File: src/rtl/riscv_pkg.sv
// Shared register-file types for the write-back path: address width,
// register count and the {rd, data} entry carried through the aux queue.
package riscv_pkg;

    localparam int XLEN       = 64;
    localparam int REG_ADDR_W = 5;
    localparam int NUM_REGS   = 32;

    typedef struct packed {
        logic [REG_ADDR_W-1:0] rd;
        logic [XLEN-1:0]       data;
    } wb_entry_t;

    // One-hot of a destination register; x0 never appears as a pending write.
    function automatic logic [NUM_REGS-1:0] rd_onehot(input logic [REG_ADDR_W-1:0] rd);
        logic [NUM_REGS-1:0] m;
        m     = '0;
        m[rd] = (rd != '0);
        return m;
    endfunction

endpackage

File: src/rtl/writeback_fifo.sv
// Small synchronous FIFO of write-back entries. Besides the usual
// push/pop/full/empty/count it exports each slot's valid bit and rd so the
// top level can build the pending-write hazard mask.
module writeback_fifo
    import riscv_pkg::*;
#(
    parameter int FIFO_DEPTH = 4
) (
    input  logic                                  clk,
    input  logic                                  rst,
    input  logic                                  push,
    input  wb_entry_t                             push_entry,
    input  logic                                  pop,
    output wb_entry_t                             head,
    output logic                                  full,
    output logic                                  empty,
    output logic [$clog2(FIFO_DEPTH):0]           count,
    output logic [FIFO_DEPTH-1:0]                 entry_valid,
    output logic [FIFO_DEPTH-1:0][REG_ADDR_W-1:0] entry_rd
);

    localparam int PTR_W = $clog2(FIFO_DEPTH);
    localparam int CNT_W = PTR_W + 1;

    wb_entry_t        mem [FIFO_DEPTH];
    logic [PTR_W-1:0] wr_ptr;
    logic [PTR_W-1:0] rd_ptr;
    logic             do_push;
    logic             do_pop;

    assign full    = (count == CNT_W'(FIFO_DEPTH));
    assign empty   = (count == '0);
    assign do_push = push & ~full;
    assign do_pop  = pop & ~empty;
    assign head    = mem[rd_ptr];

    // Entry storage; slot validity is tracked separately so data needs no reset.
    always_ff @(posedge clk) begin
        if (do_push) begin
            mem[wr_ptr] <= push_entry;
        end
    end

    // Pointers, occupancy and per-slot valid bits; pointers wrap naturally.
    always_ff @(posedge clk or posedge rst) begin
        if (rst) begin
            wr_ptr      <= '0;
            rd_ptr      <= '0;
            count       <= '0;
            entry_valid <= '0;
        end else begin
            if (do_push) begin
                wr_ptr              <= wr_ptr + PTR_W'(1);
                entry_valid[wr_ptr] <= 1'b1;
            end
            if (do_pop) begin
                rd_ptr              <= rd_ptr + PTR_W'(1);
                entry_valid[rd_ptr] <= 1'b0;
            end
            case ({do_push, do_pop})
                2'b10:   count <= count + CNT_W'(1);
                2'b01:   count <= count - CNT_W'(1);
                default: count <= count;
            endcase
        end
    end

    // Per-slot destination export for the hazard mask.
    always_comb begin
        for (int i = 0; i < FIFO_DEPTH; i++) begin
            entry_rd[i] = mem[i].rd;
        end
    end

endmodule

File: src/rtl/regfile_writeback.sv
// Register-file write-port driver. Merges the in-order pipeline result
// stream with a queued, backpressured aux stream (loads, mul/div) into a
// single registered write port, with an anti-starvation stall of the pipe
// and a pending-write mask for decode hazard checks.
module regfile_writeback
    import riscv_pkg::*;
#(
    parameter int FIFO_DEPTH   = 4,
    parameter int STARVE_LIMIT = 8
) (
    input  logic                  clk,
    input  logic                  rst,
    input  logic                  pipe_valid,
    input  logic [REG_ADDR_W-1:0] pipe_rd,
    input  logic [XLEN-1:0]       pipe_data,
    input  logic                  aux_valid,
    output logic                  aux_ready,
    input  logic [REG_ADDR_W-1:0] aux_rd,
    input  logic [XLEN-1:0]       aux_data,
    output logic                  pipe_stall,
    output logic [NUM_REGS-1:0]   pending_mask,
    output logic [REG_ADDR_W-1:0] wrd,
    output logic [XLEN-1:0]       wbd,
    output logic                  wwreg
);

    localparam int CNT_W = $clog2(FIFO_DEPTH) + 1;
    localparam int SW    = (STARVE_LIMIT > 2) ? $clog2(STARVE_LIMIT) : 1;

    wb_entry_t                             fifo_head;
    wb_entry_t                             fifo_in;
    logic                                  fifo_full;
    logic                                  fifo_empty;
    logic [CNT_W-1:0]                      fifo_count;
    logic [FIFO_DEPTH-1:0]                 fifo_valid;
    logic [FIFO_DEPTH-1:0][REG_ADDR_W-1:0] fifo_rd;
    logic                                  fifo_push;
    logic                                  fifo_pop;
    logic                                  fifo_nonempty;
    logic                                  pipe_wins;
    logic                                  starve_hit;
    logic [SW-1:0]                         starve_cnt;

    // Full FIFO refuses aux even if a dequeue happens the same edge.
    assign aux_ready     = ~rst & (fifo_count < CNT_W'(FIFO_DEPTH));
    assign fifo_nonempty = ~fifo_empty;

    // x0 aux results are accepted by the handshake but never queued.
    assign fifo_in   = '{rd: aux_rd, data: aux_data};
    assign fifo_push = aux_valid & aux_ready & (aux_rd != '0) & ~fifo_full;

    // Pipe wins the port unless it is being held; a held pipe or an x0/idle
    // pipe leaves the port to the FIFO head.
    assign pipe_wins  = ~pipe_stall & pipe_valid & (pipe_rd != '0);
    assign fifo_pop   = fifo_nonempty & ~pipe_wins;
    assign starve_hit = pipe_wins & fifo_nonempty & (starve_cnt == SW'(STARVE_LIMIT - 1));

    writeback_fifo #(
        .FIFO_DEPTH (FIFO_DEPTH)
    ) u_fifo (
        .clk         (clk),
        .rst         (rst),
        .push        (fifo_push),
        .push_entry  (fifo_in),
        .pop         (fifo_pop),
        .head        (fifo_head),
        .full        (fifo_full),
        .empty       (fifo_empty),
        .count       (fifo_count),
        .entry_valid (fifo_valid),
        .entry_rd    (fifo_rd)
    );

    // Count consecutive pipe pre-emptions of a waiting FIFO; hold the pipe one cycle at the limit.
    always_ff @(posedge clk or posedge rst) begin
        if (rst) begin
            starve_cnt <= '0;
            pipe_stall <= 1'b0;
        end else if (pipe_wins & fifo_nonempty) begin
            starve_cnt <= starve_hit ? '0 : starve_cnt + SW'(1);
            pipe_stall <= starve_hit;
        end else begin
            starve_cnt <= '0;
            pipe_stall <= 1'b0;
        end
    end

    // Registered write port; address/data hold when no write is issued.
    always_ff @(posedge clk or posedge rst) begin
        if (rst) begin
            wwreg <= 1'b0;
            wrd   <= '0;
            wbd   <= '0;
        end else if (pipe_wins) begin
            wwreg <= 1'b1;
            wrd   <= pipe_rd;
            wbd   <= pipe_data;
        end else if (fifo_pop) begin
            wwreg <= 1'b1;
            wrd   <= fifo_head.rd;
            wbd   <= fifo_head.data;
        end else begin
            wwreg <= 1'b0;
        end
    end

    // Registers targeted by still-queued aux writes.
    always_comb begin
        pending_mask = '0;
        for (int i = 0; i < FIFO_DEPTH; i++) begin
            if (fifo_valid[i]) begin
                pending_mask = pending_mask | rd_onehot(fifo_rd[i]);
            end
        end
    end

endmodule

File: config.mk
export PLATFORM = sky130hd
export DESIGN_NAME = regfile_writeback
export DESIGN_NICKNAME = d
export VERILOG_FILES = /design/src/rtl/riscv_pkg.sv /design/src/rtl/writeback_fifo.sv /design/src/rtl/regfile_writeback.sv
export SDC_FILE = /design/constraint.sdc
export NUM_CORES = 1
export LEC_CHECK = 0
export CAP_MARGIN = 30
export CORE_MARGIN = 2
export CORE_UTILIZATION = 25
export CTS_CLUSTER_SIZE = 16
export DETAILED_ROUTE_END_ITERATION = 6
export PLACE_DENSITY = 0.42
export SYNTH_ARGS = -nofsm -noshare
export SYNTH_HDL_FRONTEND = slang
export SYNTH_SLANG_ARGS = --single-unit
File: constraint.sdc
create_clock -name clk -period 3.5 [get_ports clk]
set_clock_uncertainty 0.15 [all_clocks]
set_input_delay 0.7 -clock clk [delete_from_list [all_inputs] [get_ports clk]]
set_output_delay 0.7 -clock clk [all_outputs]
set_load 0.02 [all_outputs]
Word-level counts from Yosys, hierarchy flattened
Memory sizes are Yosys's and may differ from the RTL's.
Index checks and enable logic that the tools add are counted.
{ "classes": {"add_sub_neg": 5, "magnitude_cmp": 13, "n_eq_ne": 4, "muxes": 30, "n_bitwise": 26, "n_reduce_logical": 15} }
{ "ops": {"columns": ["operator", "count"], "rows": [
  ["$and 32x32->32", 4],
  ["$mux 32", 4],
  ["$mux 64", 2],
  ["$or 32x32->32", 3],
  ["$reduce_bool 5->1", 6],
  ["$lt 5x6->1 const B", 4],
  ["$demux 1 s5", 4],
  ["$ge 5x1->1 const B", 4],
  ["$and 1x1->1", 11],
  ["$mux 1", 11],
  ["$mux 5", 2],
  ["$mux 4", 2],
  ["$add 3x1->3 const B", 2],
  ["$eq 3x3->1 const B", 2],
  ["$logic_and 1x1->1", 6],
  ["$lt 2x3->1 const B", 2],
  ["$mux 3", 2],
  ["$pmux 3 s2", 1],
  ["$not 1->1", 5],
  ["$add 2x1->2 const B", 2],
  ["$and 4x4->4", 1],
  ["$demux 1 s2", 2],
  ["$ge 2x1->1 const B", 2],
  ["$not 4->4", 1],
  ["7 further kinds", 8]
]} }
{ "totals": {"regBits": 85, "ramBits": 276, "inputBits": 142, "output_inout_bits": 104, "word_cells": 103, "memories": 1} }
{ "memory_table": {"columns": ["memory", "depth", "width", "rd", "rd_clocked_by_memory_dff", "wr", "line", "source"], "rows": [
  ["u_fifo.mem", 4, 69, 5, 0, 1, "writeback_fifo.sv:25", "wb_entry_t mem [FIFO_DEPTH];"]
]} }

Logic depth before layout (Yosys ltp)
Gate-level depths: netlist of the first run.
{ "logic_depth": {"ltp_word": 12, "ltp_mapped": 11, "mapped_depth_nobuf": 9} }

Modules after synthesis
A second synthesis of the first run with hierarchy kept.
{ "hier_totals": {"hier_cells": 919, "hier_area_um2": 15522.4} }
{ "by_module_without_submodules": {"columns": ["mod", "n_inst", "cells_per_inst", "area_per_inst_um2", "seq_area_each_um2"], "rows": [
  ["writeback_fifo", 1, 436, 10767.8, 8563.2],
  ["regfile_writeback", 1, 483, 4754.6, 1851.8]
]} }

Worst setup path before layout of the first run
OpenSTA, ideal clock, no wires.
{ "synth_path": {"path_kind": "input -> register", "from": "input port rst", "to": "memory u_fifo.mem[0][0] (netlist name), enable pin", "setup_time_ns": 0.436, "t_arrival_ns": 3.009, "t_required_ns": 2.914, "setup_slack_ns": -0.095, "cell_stages": 3, "path_buffers": 0, "path_cell_list": "nor2_1 o211a_1 and2_1"} }
{ "synth_via": {"elab_chain_len": 8} }
{ "synth_lines": {"columns": ["item", "line", "source"], "rows": [
  ["start, declared", "regfile_writeback.sv:12", "input logic rst,"],
  ["$not 1->1", "regfile_writeback.sv:45", "assign aux_ready = ~rst & (fifo_count < CNT_W'(FIFO_DEPTH));"],
  ["$and 1x1->1", "regfile_writeback.sv:45", null],
  ["$and 1x1->1 (3 in a row)", "regfile_writeback.sv:50", "assign fifo_push = aux_valid & aux_ready & (aux_rd != '0) & ~fifo_full;"],
  ["$and 1x1->1", "writeback_fifo.sv:33", "assign do_push = push & ~full;"],
  ["$mux 1", "writeback_fifo.sv:39", "if (do_push) begin"],
  ["$mux 1 (implied by the code)", "writeback_fifo.sv:40", "mem[wr_ptr] <= push_entry;"],
  ["end, declared", "writeback_fifo.sv:25", null]
]} }
Every way passes these cells.

==> results of run 1 <==
## cell type report
| class | instances | share of cell area, % |
|---|---|---|
| inverters | 12 | 0.236 |
| clock inverters | 20 | 1.36 |
| repair buffers | 288 | 14.7 |
| clock buffers | 60 | 6.06 |
| multi-input cells | 536 | 21.1 |
| well taps | 773 | 4.80 |
| flip-flops and latches | 361 | 51.8 |
## Yosys cell counts (2+ instances only)
master,number,area share (%)
buf_4,6,0.30
inv_1,12,0.30
and3b_1,8,0.47
o22ai_1,11,0.46
nand2_1,84,2.1
xor2_1,2,0.12
dfrtp_1,85,14
a211o_1,2,0.12
ha_1,11,0.92
o211ai_1,5,0.25
buf_2,14,0.47
nor3_1,2,0.067
xnor2_1,3,0.18
or3b_2,7,0.41
and2_1,4,0.17
or3_1,3,0.13
clkbuf_1,37,0.93
nor3b_1,10,0.50
nor2_1,84,2.1
o221ai_1,14,0.82
edfxtp_1,276,56
a2bb2oi_1,4,0.23
o21ai_0,2,0.067
mux4_2,69,10
a22oi_1,14,0.70
or4_1,2,0.10
a221o_1,10,0.67
nand3b_1,13,0.65
and3_1,7,0.29
nand3_1,8,0.27
or2_2,3,0.13
a21oi_1,139,4.7
a32oi_1,2,0.12
## per-layer routing
| layer | global-route usage [%] | vias to the layer above | routed length [microns] |
|---|---|---|---|
| li1 | - | 4296 | - |
| met5 | 0 | - | 120 |
| met1 | 18.4 | 4886 | 18900 |
| met4 | 3.52 | 18 | 787 |
| met2 | 24.0 | 275 | 21800 |
| met3 | 3.79 | 84 | 2750 |
## layout by cell type (no fill, tap or decap), types with 3 or more instances in the layout
master           instances
dlymetal6s2s_1           5
edfxtp_1               276
clkdlybuf4s50_1        236
or3b_2                   6
nor2_1                  84
buf_12                  12
and2_4                   4
dlygate4sd2_1            3
inv_1                   11
clkbuf_16               43
clkbuf_1                 9
xnor2_1                  3
dfrtp_1                 83
nor3b_2                  5
a2bb2oi_1                4
or2_2                    3
mux4_2                  69
o22ai_1                 11
o221ai_1                14
ha_1                    11
buf_4                   31
a22oi_1                 14
a21oi_1                139
and3b_1                  8
clkinv_2                 8
and3_1                   7
nor3b_1                  5
clkbuf_8                 8
a221o_1                 10
o211ai_1                 5
nand3b_1                13
nand2_1                 84
bufinv_16                5
nand3_1                  7
## how the worst min path moves through the flow
stage	startpoint	end	cells after the start
final	starve_cnt[0]	starve_cnt[0]	1
after global routing	starve_cnt[0]	starve_cnt[0]	1
after CTS	starve_cnt[0]	starve_cnt[0]	1
after detailed placement	starve_cnt[0]	starve_cnt[0]	1
after global placement	starve_cnt[0]	starve_cnt[0]	1
after floorplan	starve_cnt[0]	starve_cnt[0]	1
## metrics by stage
step	total power [mW]	util, %	TNS [ps]
6_report	14.5	34.1	0
5_1_grt	15.3	34.1	-13.2
4_1_cts	14.8	33.9	0
3_5_place_dp	10.1	31.3	0
3_3_place_gp	10.0	31.3	0
2_1_floorplan	8.11	-	0
## state kept, by name (all words and copies together) (netlist names)
| signal | flops |
|---|---|
| u_fifo.mem | 276 |
| wbd | 64 |
| wrd | 5 |
| u_fifo.entry_valid | 4 |
| starve_cnt | 3 |
| u_fifo.count | 3 |
| u_fifo.rd_ptr | 2 |
| u_fifo.wr_ptr | 2 |
| pipe_stall | 1 |
| wwreg | 1 |
## power groups by stage
stage	Combinational, mW	Sequential (mW)	Clock [mW]
CTS	4.21	5.78	4.78
floorplan	2.19	5.92	0
global placement	4.19	5.85	0
global route	4.46	5.85	4.97
finish	4.08	5.76	4.64
detailed placement	4.19	5.87	0
## cell families (layout without fill, tap and decap cells)
family	Yosys count	count (layout)	synth area share, %
xor+xnor	5	5	0.294
mux	70	70	10.5
flops	361	361	69.9
compound gates	207	207	8.33
other cells	1	1	0.0252
buf+inv	70	380	2.08
fa+ha+maj	12	12	1.06
simple gates	241	241	7.86
## repair_timing
action,4_1_cts,5_1_grt
gates resized for setup,4,11
endpoints found under the setup margin,6,11
setup buffers,0,10
pin swaps,0,0
==> results.cfg, run 1 <==
[clock_tree]
clock-sinks = 361
cts-htree-levels = 2
clk_pin_slew_worst_paths_ps = 60
cts_buffer_depth = 3
hold_buffers = 0
tritoncts = done
cts-root-buf = clkbuf_16
clkLatencyLatePin_ps = 570
cts_buffers = 43

[yosys]
synthArstFlopShare_pct = 23.5
yosysUniqueCellTypes = 47
syn_nets = 1121
synth-edff-count = 276
syn_inst = 967
synth-seq-area-share_pct = 69.9
ys.flop_type = edfxtp_1
ys_ff_latch = 361
syn_avg_cell_area_sq_um = 15.4
yosys_warnings = 0
netlist_area_sq_um = 14900

[placement]
portBuffers = 244
dp_cells = 1959
place_area_sq_um = 18500
dpl.hpwl_microns = 28500
gp_congestion = 0.845
place_ws_ps = 127

[power]
p_leak_nw = 7.12
power_density_nw_per_um2 = 719
clockPowerShare_pct = 32.0
p_switching_mw = 4.47
intPower_mw = 10.0
swShare_pct = 30.9
pwr-share-comb_pct = 28.2
pwr-share-seq_pct = 39.8
peakVddDrop_mv = 0.322

[sta]
timing.hold.ws_ps = 294
fin_crit_ps = 3420
hold_viol = 0
finalCritPeriodShare_pct = 97.9
worst_pin_slew_ps = 889
fmax_ghz = 0.292
worst_slack_ps = 75.0
relSlewSlack_pct = 40.7
maxSlewViolCount = 0
setup-violations-final = 0

[cells_and_area]
fin_nets = 1396
ff_latch_area_sq_um = 10400
antenna_cells = 0
final_area_sq_um = 20100
area_growth_pct = 35.0
multi_input_area_sq_um = 4250
fill_cells = 5791
final_cells = 2050
drive_gt1_share_pct = 16.5

[floorplan]
start_util_pct = 25.3
rows = 89
core_area_sq_um = 59000
die_y_microns = 248
die_x_microns = 248
die-area_sq_um = 61600
io_pins = 246

[detailed_routing]
drtAntennaViolNets = 0
detail_route.iter0.violations = 529
wire_per_inst_microns = 21.6
drt-total-wl_microns = 44300
via_per_inst = 4.66
firstDrtPassIters = 5
vias = 9559
drc = 0

[worst_setup_path]
path_cells = or3b_2 > o221ai_1 > clkdlybuf4s50_1
cp_num_cells = 3
crit_fanout = 8
reg2reg_slack_ps = 1210
path_buf_inv = 1
end_kind = output port
cp_slowest_cell = clkdlybuf4s50_1
crit_start = u_fifo.mem[2][67]
critPathTopFamily = buffers and inverters
arrival_ps = 2570
cp-endpoint = pending_mask[5]
r2r_end = u_fifo.mem[0][39]
slowest_delay_ps = 690
r2r_cells = 5
reg2reg_from = u_fifo.count[2]
worstPathRequired_ps = 2650
start_kind = register
crit_type = register to output port

[global_routing]
grt_pass1_vias = 10100
grt_max_degree = 70
track_usage_pct = 14.3
grt_pass1_wl_microns = 65600
antenna_found_initial = 10
grt.overflow.total = 0

[hold_path]
hp-class = register to register

[flow_run]
drv_cap = 0

[status]
status = finished clean
Note: power is estimated with default switching activity, not from simulation.
==> run 2: changes to the inputs <==
Settings changed: DONT_BUFFER_PORTS set to 1, PLACE_DENSITY 0.42 to 0.36, SETUP_SLACK_MARGIN set to 0.5.
==> results.cfg, run 2 (synthesis gave the netlist of run 1 again) <==
[global_routing]
grt_pass1_vias = 9337
grt_pass1_wl_microns = 63600
grt_max_degree = 73
antenna_found_initial = 2
track_usage_pct = 14.0
grt.overflow.total = 0

[worst_setup_path]
slowest_delay_ps = 610
end_kind = output port
reg2reg_from = u_fifo.count[2]
crit_type = register to output port
path_buf_inv = 0
critPathTopFamily = simple AND/OR/NAND/NOR gates
start_kind = register
cp_slowest_cell = or3b_2
arrival_ps = 2100
reg2reg_slack_ps = 1010
r2r_end = u_fifo.count[2]
crit_fanout = 9
r2r_cells = 9
worstPathRequired_ps = 2650
path_cells = or3b_2 > o221ai_2

[cells_and_area]
final_area_sq_um = 17700
final_cell_mix = edfxtp_1 (276), a21oi_1 (139), nand2_1 (84)
layout_commonest_cell = edfxtp_1
area_growth_pct = 18.7
antenna_cells = 0
fin_nets = 1158
multi_input_area_sq_um = 4350
largest_reg_flops = 276
ff_latch_area_sq_um = 10400
largest_register = u_fifo.mem
reg.largest.list = u_fifo.mem: 276 flops, wbd: 64 flops, wrd: 5 flops
fill_cells = 5941
drive_gt1_share_pct = 21.4

[placement]
place_area_sq_um = 16000
portBuffers = 0
place_ws_ps = 553
gp_congestion = 0.809
dpl.hpwl_microns = 27400

[clock_tree]
clkLatencyLatePin_ps = 550
cts-htree-levels = 2
tritoncts = done
clock-sinks = 361
clk_pin_slew_worst_paths_ps = 60
cts_buffers = 43
cts-root-buf = clkbuf_16
cts_buffer_depth = 3

[floorplan]
start_util_pct = 25.3
rows = 89
die-area_sq_um = 61600
io_pins = 246
core_area_sq_um = 59000
die_y_microns = 248
die_x_microns = 248

[hold_path]
hp-class = input port to register
hold_end = u_fifo.mem[3][46]
hold_start = aux_data[46]
whs_path_depth = 0

[detailed_routing]
drtAntennaViolNets = 0
detail_route.iter0.violations = 488
wire_per_inst_microns = 24.0
drc = 0
via_per_inst = 4.79
drt-total-wl_microns = 43600
vias = 8682
firstDrtPassIters = 5

[sta]
rsz0062_at_grt = true
fmax_ghz = 0.339
tns_ps = 0
setup-violations-final = 0
worst_pin_slew_ps = 1010
fin_crit_ps = 2950
maxSlewViolCount = 0
finalCritPeriodShare_pct = 84.3
relSlewSlack_pct = 32.8
worst_slack_ps = 549
hold_viol = 0
timing.hold.ws_ps = 72.4

[power]
p_leak_nw = 6.03
peakVddDrop_mv = 0.355
power_density_nw_per_um2 = 760

[status]
status = finished clean

[flow_run]
drv_cap = 0
[run 2: cell count changes in the layout (fill, tap and decap cells not counted), sizes merged]
cell	previous run	this run
buf	44	49
bufinv	5	2
clkbuf	60	65
clkdlybuf4s50	236	0
clkinv	13	11
clkinvlp	1	2
dlygate4sd2	3	0
dlygate4sd3	0	1
dlymetal6s2s	5	0
inv	13	12
[run 2: metrics by stage]
stage / total power, mW / instances / util, %
after floorplan: 8.12 / 967 / -
after global placement: 9.28 / 1707 / 27.1
after detailed placement: 9.29 / 1708 / 27.1
after CTS: 13.8 / 1803 / 29.8
after global routing: 14.2 / 1812 / 30.0
final: 13.5 / 1812 / 30.0
[run 2: worst max path at each step]
| stage | to | startpoint | depth (start not counted) |
|---|---|---|---|
| final | pending_mask[8] | u_fifo.mem[0][65] | 2 |
| after floorplan | u_fifo.count[2] | pipe_rd[1] | 11 |
| after global placement | u_fifo.count[2] | pipe_rd[1] | 9 |
| after detailed placement | u_fifo.count[2] | pipe_rd[1] | 9 |
| after global routing | pending_mask[8] | u_fifo.mem[0][65] | 2 |
| after CTS | pending_mask[11] | u_fifo.mem[0][68] | 2 |
[run 2: final cells by class]
cell class                      count  area share [%]
Multi-Input combinational cell    536            24.6
Clock inverter                     15           0.820
Sequential cell                   361            58.9
Clock buffer                       65            7.01
Timing Repair Buffer               50            2.93
Inverter                           12           0.276
Tap cell                          773            5.47
[run 2: report_power, final]
| part | total [mW] | switching, mW | internal, mW |
|---|---|---|---|
| Clock | 4.36 | 1.76 | 2.60 |
| Sequential | 6.20 | 0.973 | 5.23 |
| Combinational | 2.89 | 1.58 | 1.30 |
[run 2: routing by layer]
| metal | vias to the layer above | GRT usage, % | part of all wire [%] |
|---|---|---|---|
| met1 | 4538 | 17.2 | 41 |
| met3 | 74 | 4.77 | 7.9 |
| met2 | 245 | 23.4 | 49 |
| met5 | - | 0 | 0.053 |
| li1 | 3821 | - | - |
| met4 | 4 | 4.01 | 2.2 |
[run 2: repair_timing]
action                                  CTS  global route
hold endpoints to repair                  3             0
hold buffers                              1             0
gates cloned                              0             0
resized for setup                        15             9
endpoints found under the setup margin   18            11
setup buffers                            14             9
pin swaps                                 3             3
==> run 3: changes to the inputs <==
Clock period 3.5 ns to 3.05 ns, I/O delays scaled along.
==> results.cfg, run 3 (synthesis gave the netlist of run 1 again) <==
[status]
status = finished clean

[cells_and_area]
multi_input_area_sq_um = 4660
drive_gt1_share_pct = 26.7
fill_cells = 5834
reg.largest.list = u_fifo.mem: 276 flops, wbd: 64 flops, wrd: 5 flops
area_growth_pct = 28.2
final_cell_mix = edfxtp_1 (276), a21oi_1 (139), nand2_1 (82), dfrtp_1 (82), nor2_1 (79)
largest_reg_flops = 276
layout_commonest_cell = edfxtp_1
fin_nets = 1263
largest_register = u_fifo.mem
final_area_sq_um = 19100
ff_latch_area_sq_um = 10400

[worst_setup_path]
arrival_ps = 2020
end_kind = output port
critPathTopFamily = flip-flops
cp_slowest_cell = edfxtp_1
crit_fanout = 5
worstPathRequired_ps = 2290
start_kind = register
slowest_delay_ps = 530
reg2reg_slack_ps = 750
path_cells = or3_4 > o22ai_1 > a221o_1
crit_type = register to output port
path_buf_inv = 0

[flow_run]
drv_cap = 0

[floorplan]
die-area_sq_um = 61600
io_pins = 246
core_area_sq_um = 59000
die_y_microns = 248
start_util_pct = 25.3
die_x_microns = 248
rows = 89

[sta]
relSlewSlack_pct = 36.1
setup-violations-final = 0
fmax_ghz = 0.359
worst_pin_slew_ps = 958
finalCritPeriodShare_pct = 91.3
maxSlewViolCount = 0
tns_ps = 0
rsz0062_at_grt = true
fin_crit_ps = 2780
hold_viol = 0

[detailed_routing]
firstDrtPassIters = 5
vias = 9155
drt-total-wl_microns = 43700
drc = 0
drtAntennaViolNets = 0
wire_per_inst_microns = 22.8
detail_route.iter0.violations = 543
via_per_inst = 4.77

[global_routing]
grt_pass1_wl_microns = 64400
grt.overflow.total = 0
grt_max_degree = 73
antenna_found_initial = 4
grt_pass1_vias = 9598
track_usage_pct = 14.1

[clock_tree]
cts_buffers = 44
clkLatencyLatePin_ps = 560
clock-sinks = 361
cts_buffer_depth = 3
cts-htree-levels = 2
tritoncts = done
cts-root-buf = clkbuf_16
clk_pin_slew_worst_paths_ps = 70

[power]
power_density_nw_per_um2 = 842
peakVddDrop_mv = 0.429
p_leak_nw = 6.60

[hold_path]
hp-class = input port to register

[placement]
place_area_sq_um = 16000
gp_congestion = 0.799
dpl.hpwl_microns = 26900
portBuffers = 0
-- run 3: final cells by class --
class,count,share of cell area [%]
Timing Repair Buffer,154,7.94
Tap cell,773,5.06
Inverter,12,0.255
Clock inverter,25,1.43
Multi-Input combinational cell,536,24.4
Sequential cell,361,54.6
Antenna cell,3,0.0393
Clock buffer,57,6.34
-- run 3: worst register-to-register path, cell delays in order, from the launching register on --
cell and delay, ps:
dfrtp_1 480, nor2_1 200, o211a_1 220, buf_4 170
and2_4 150, buf_4 490
-- run 3: worst paths after layout --
| path | cells after the start | to | start |
|---|---|---|---|
| min in group asynchronous | 2 | wrd[1] | rst |
| min | 2 | wrd[3] | pipe_rd[3] |
| min reg2reg | 1 | starve_cnt[0] | starve_cnt[0] |
| max in group asynchronous | 3 | u_fifo.rd_ptr[0] | rst |
| max | 3 | pending_mask[2] | u_fifo.mem[0][68] |
| max reg2reg | 5 | u_fifo.mem[0][30] | u_fifo.count[2] |
-- run 3: power breakdown --
group	switching, mW	total, mW	internal (mW)
combinational	2.01	3.70	1.69
sequential	1.01	7.02	6.00
clock	2.12	5.36	3.24
-- run 3: layer usage --
metal	vias up	track usage, %	wire (microns)
met3	84	2.73	2110
met5	-	0	21
met4	4	4.66	1110
met1	4788	18.1	19000
met2	240	23.8	21500
li1	4039	-	-
-- run 3: stage by stage --
stage          power [mW]  instances  hold WS [ps]  setup WS (ps)  utilization (%)
2_1_floorplan        9.33        967           268            242                -
3_3_place_gp         10.7       1712           280            292             27.1
3_5_place_dp         10.7       1712           292            302             27.1
4_1_cts              16.4       1907          3.95            249             32.0
5_1_grt              17.0       1919          25.1            190             32.4
6_report             16.1       1921          44.8            266             32.4
-- run 3: timing repair --
action                                  4_1_cts  5_1_grt
endpoints found under the setup margin       31       31
setup buffers                                43       11
hold endpoints to repair                    304        0
hold buffers                                 70        0
gates resized for setup                      61       32
pin swaps                                    22       20
